## src/rtl/relu_quantize.sv

```systemverilog
// Serial ReLU + arithmetic-shift rescale + unsigned saturation over a vector of signed node sums.
// Latency: result vector valid NODES cycles after the capture edge; one node per cycle through a shared datapath.
// Backpressure: holds actOut/satFlags/actValid indefinitely until actReady; inReady low outside IDLE.
module relu_quantize #(
  parameter int NODES     = 4,
  parameter int IN_WIDTH  = 16,
  parameter int OUT_WIDTH = 8,
  parameter int SHIFT     = 4
) (
  input  logic                         clk,
  input  logic                         clr,
  input  logic [NODES*IN_WIDTH-1:0]    sumIn,
  input  logic                         sumValid,
  output logic                         inReady,
  output logic [NODES*OUT_WIDTH-1:0]   actOut,
  output logic [NODES-1:0]             satFlags,
  output logic                         actValid,
  input  logic                         actReady
);

  localparam int IDX_W = (NODES > 1) ? $clog2(NODES) : 1;
  // One bit wider than either operand so the saturation compare never wraps.
  localparam int CMP_W = ((IN_WIDTH > OUT_WIDTH) ? IN_WIDTH : OUT_WIDTH) + 1;
  localparam logic [IDX_W-1:0] LAST_IDX = IDX_W'(NODES - 1);
  localparam logic [CMP_W-1:0] ACT_MAX  = CMP_W'({OUT_WIDTH{1'b1}});

  typedef enum logic [1:0] {
    IDLE = 2'd0,
    PROC = 2'd1,
    HOLD = 2'd2
  } stateT;

  stateT                      state;
  stateT                      stateNext;
  logic [IDX_W-1:0]           idx;
  logic [NODES*IN_WIDTH-1:0]  sumReg;

  logic signed [IN_WIDTH-1:0] curSum;
  logic signed [IN_WIDTH-1:0] shifted;
  logic [CMP_W-1:0]           shiftedWide;
  logic [OUT_WIDTH-1:0]       nodeAct;
  logic                       nodeSat;

  assign inReady = (state == IDLE) && !clr;

  // State register; clr returns to IDLE from anywhere, abandoning a partial vector.
  always_ff @(posedge clk) begin
    if (clr) begin
      state <= IDLE;
    end else begin
      state <= stateNext;
    end
  end

  // Next-state logic: capture in IDLE, walk nodes in PROC, wait for the consumer in HOLD.
  always_comb begin
    stateNext = state;
    case (state)
      IDLE: if (sumValid) stateNext = PROC;
      PROC: if (idx == LAST_IDX) stateNext = HOLD;
      HOLD: if (actValid && actReady) stateNext = IDLE;
      default: stateNext = IDLE;
    endcase
  end

  // Shared per-node datapath: negative sums clamp to zero, others shift then saturate.
  always_comb begin
    curSum      = sumReg[idx*IN_WIDTH +: IN_WIDTH];
    shifted     = curSum >>> SHIFT;
    shiftedWide = CMP_W'($unsigned(shifted));
    nodeAct     = '0;
    nodeSat     = 1'b0;
    if (!curSum[IN_WIDTH-1]) begin
      if (shiftedWide > ACT_MAX) begin
        nodeAct = '1;
        nodeSat = 1'b1;
      end else begin
        nodeAct = shiftedWide[OUT_WIDTH-1:0];
      end
    end
  end

  // Capture register, node index and registered outputs.
  always_ff @(posedge clk) begin
    if (clr) begin
      sumReg   <= '0;
      idx      <= '0;
      actOut   <= '0;
      satFlags <= '0;
      actValid <= 1'b0;
    end else begin
      case (state)
        IDLE: begin
          if (sumValid) begin
            sumReg <= sumIn;
            idx    <= '0;
          end
        end
        PROC: begin
          actOut[idx*OUT_WIDTH +: OUT_WIDTH] <= nodeAct;
          satFlags[idx]                      <= nodeSat;
          if (idx == LAST_IDX) begin
            idx      <= '0;
            actValid <= 1'b1;
          end else begin
            idx <= idx + IDX_W'(1);
          end
        end
        HOLD: begin
          if (actValid && actReady) actValid <= 1'b0;
        end
        default: ;
      endcase
    end
  end

endmodule
```

## config.mk

```make
export PLATFORM = sky130hd
export DESIGN_NAME = relu_quantize
export DESIGN_NICKNAME = d
export VERILOG_FILES = /design/src/rtl/relu_quantize.sv
export SDC_FILE = /design/constraint.sdc
export NUM_CORES = 1
export LEC_CHECK = 0
export CAP_MARGIN = 10
export CELL_PAD_IN_SITES_DETAIL_PLACEMENT = 1
export CELL_PAD_IN_SITES_GLOBAL_PLACEMENT = 2
export CORE_ASPECT_RATIO = 1.2
export CORE_MARGIN = 2
export CORE_UTILIZATION = 32
export DETAILED_ROUTE_END_ITERATION = 12
export DONT_BUFFER_PORTS = 1
export GPL_ROUTABILITY_DRIVEN = 0
export GPL_TIMING_DRIVEN = 1
export PLACE_DENSITY = 0.76
export SLEW_MARGIN = 20
export SYNTH_ARGS = -nofsm -noshare
export SYNTH_HDL_FRONTEND = slang
export SYNTH_SLANG_ARGS = --single-unit
```

## constraint.sdc

```tcl
create_clock -name clk -period 2 [get_ports clk]
set_clock_uncertainty 0.15 [all_clocks]
set_input_delay 0.4 -clock clk [delete_from_list [all_inputs] [get_ports clk]]
set_output_delay 0.4 -clock clk [all_outputs]
set_load 0.05 [all_outputs]
```

==> out/metrics.yaml <==
syn_area_um2: 3550
fp.dieH_um: 119
whs_path_depth: 2
wl_um: 9920
numPortBuffers: 0
leakage_nw: 1.67
rows: 42
instances_no_fill: 578
antenna_found_initial: 0
finalCritPeriodShare: 0.986
setup_viol: 0
rr_worst_depth: 7
ys_types: 29
final_cell_mix: "132 x nand2_1, 87 x dfxtp_1, 58 x a21oi_1, 39 x buf_4, 25 x o21ai_1"
internal_power_mw: 3.24
pin_count: 106
drt_iter0_markers: 94
via_count: 2925
regToRegSetupSlack_ns: 0.03
hold_path.class: "in2reg"
powerDensity_nw_per_um2: 995
fin_setup_tns_ns: 0
period_minus_slack_ns: 1.97
initial_utilization: 0.325
status: "complete, no violations"
max_freq_mhz: 507
rsz0062_at_grt: "true"
grt_start_max_net_pins: 58
worstPathArrival_ns: 2.05
end_kind: "flip-flop"
path_clk_slew_ns: 0.07
synth_nets: 481
async_reset_ff_frac: 0
cts_tree: "done"
core_region_area_um2: 10900
die-area_um2: 12000
synth_seq_cells: 89
clock_latency_ns: 0.35
timing.rr.end: "actOut[22]"
routedWlPerCell_um: 17.2
maxCapViolCount: 0
cts.path.max_buffers: 2
grt_pass1_vias: 3020
vdd_drop_max_mv: 0.366
synthFlopType: "dfxtp_1"
yosysSeqAreaShare: 0.502
switchingPower_mw: 1.20
antenna_left: 0
fin_nets: 517
n_antenna_cell: 0
max_slew_margin: 0.624
die_x_um: 100
grt_usage: 0.167
hold_violations: 0
clock_sinks: 89
final_util: 0.408
crit_fanout: 4
drtPass1Iterations: 4
synth_edf_count: 0
fill_cells: 1290
drive_above_1_share: 0.222
clockRootBuffer: "clkbuf_16"
p_sw_frac: 0.270
place.detailed.hpwl_um: 6780
power.share.clock: 0.417
yosysWarnings: 0
worstPathRequired_ns: 2.08
timing.rr.start: "idx[0]"
syn_to_final_growth_pct: 25.6
startpoint_type: "flip-flop"
drt-vias-per-instance: 5.06
drv_slew: 0
path_class: "reg2reg"
gr-total-overflow: 0
hold_ws_ns: 0.0309
p_seq_frac: 0.442
grt_pass1_wl_um: 15300
crit_start: "idx[0]"
synth_cells: 405
crit_end: "actOut[22]"
drcViolationCount: 0
place_inst: 554
htree_num_levels: 3
layout_commonest_cell: "nand2_1"
tightest_slew_ns: 0.564
avgSynthCellArea_um2: 8.76
cts_made_buffers: 9
combPwrFrac: 0.141
## metal layers
metal	GRT usage	routed length [um]	vias up
li1	-	-	1452
met1	0.187	4100	1391
met2	0.294	5090	71
met3	0.0563	604	11
met4	0.0539	125	0
met5	0	0	-
## cells by family after synthesis
group / Yosys count / synth area share
AOI/OAI and AO/OA: 97 / 0.141
DFF: 89 / 0.502
muxes: 11 / 0.0730
adders and majority gates: 8 / 0.0282
and+or+nand+nor: 176 / 0.226
buffers and inverters: 24 / 0.0296
## layout make-up
type	instances	area [um^2]	share of cell area
inverter	2	7.51	0.00168
clock inverter	7	101	0.0227
tap	132	165	0.0370
sequential	89	1790	0.401
multi-input combinational	292	1740	0.390
clock buffer	9	225	0.0505
timing repair buffer	47	434	0.0974
## timing repair
action / CTS / global route
resized for setup: 5 / 52
pin swaps: 0 / 5
endpoints found under the setup margin: 36 / 36
buffers inserted: 2 / 6
hold endpoints to repair: 57 / 0
hold buffers: 1 / 0
## cells in the mapped netlist (3+ instances only)
cell type	instances	share of area
nor3_2	5	0.014
nand4_1	3	0.0053
nor3_1	7	0.0099
nor2_1	7	0.0074
clkbuf_1	16	0.017
nor2b_1	9	0.016
nand2_1	132	0.14
ha_1	8	0.028
dfxtp_1	89	0.50
a311oi_1	4	0.0099
buf_1	3	0.0032
a21oi_1	60	0.085
mux4_1	7	0.052
o21ai_0	32	0.045
## power by group through the flow
| stage | registers (mW) | logic [mW] | clock network (mW) |
|---|---|---|---|
| 2_1_floorplan | 1.98 | 0.322 | 0 |
| 3_3_place_gp | 2.00 | 0.518 | 0 |
| 3_5_place_dp | 2.00 | 0.536 | 0 |
| 4_1_cts | 1.96 | 0.575 | 1.88 |
| 5_1_grt | 1.97 | 0.684 | 1.99 |
| 6_report | 1.96 | 0.625 | 1.85 |
## worst min-delay path by stage
| stage | startpoint | endpoint | slack [ns] |
|---|---|---|---|
| 2_1_floorplan | sumReg[22] | sumReg[22] | 0.28 |
| 3_3_place_gp | sumReg[56] | sumReg[56] | 0.28 |
| 3_5_place_dp | sumReg[39] | sumReg[39] | 0.29 |
| 4_1_cts | sumIn[8] | sumReg[8] | 0.02 |
| 5_1_grt | sumIn[25] | sumReg[25] | 0.03 |
| 6_report | sumIn[8] | sumReg[8] | 0.03 |
## worst max-delay path, stage by stage (launching register included)
cell and delay (ns):
dfxtp_4 0.37, buf_4 0.13, buf_12 0.11, mux4_1 0.57
nor2b_2 0.18, nor3_2 0.12, buf_4 0.16, o21ai_0 0.07
## sequential cells by signal (all words and copies together), names as in the netlist
signal	cells
sumReg	48
satFlags	4
actOut	32
idx	2
actValid	1
state	2
## stage by stage
step                      area (um^2)  power (mW)  worst slack [ns]
after detailed placement         3940        2.54            -0.194
final                            4460        4.44            0.0285
after floorplan                  3550        2.30            0.0223
after CTS                        4320        4.42          -0.00784
after global placement           3940        2.52            -0.142
after global routing             4460        4.64           -0.0396
(Power assumes the default switching activity.)
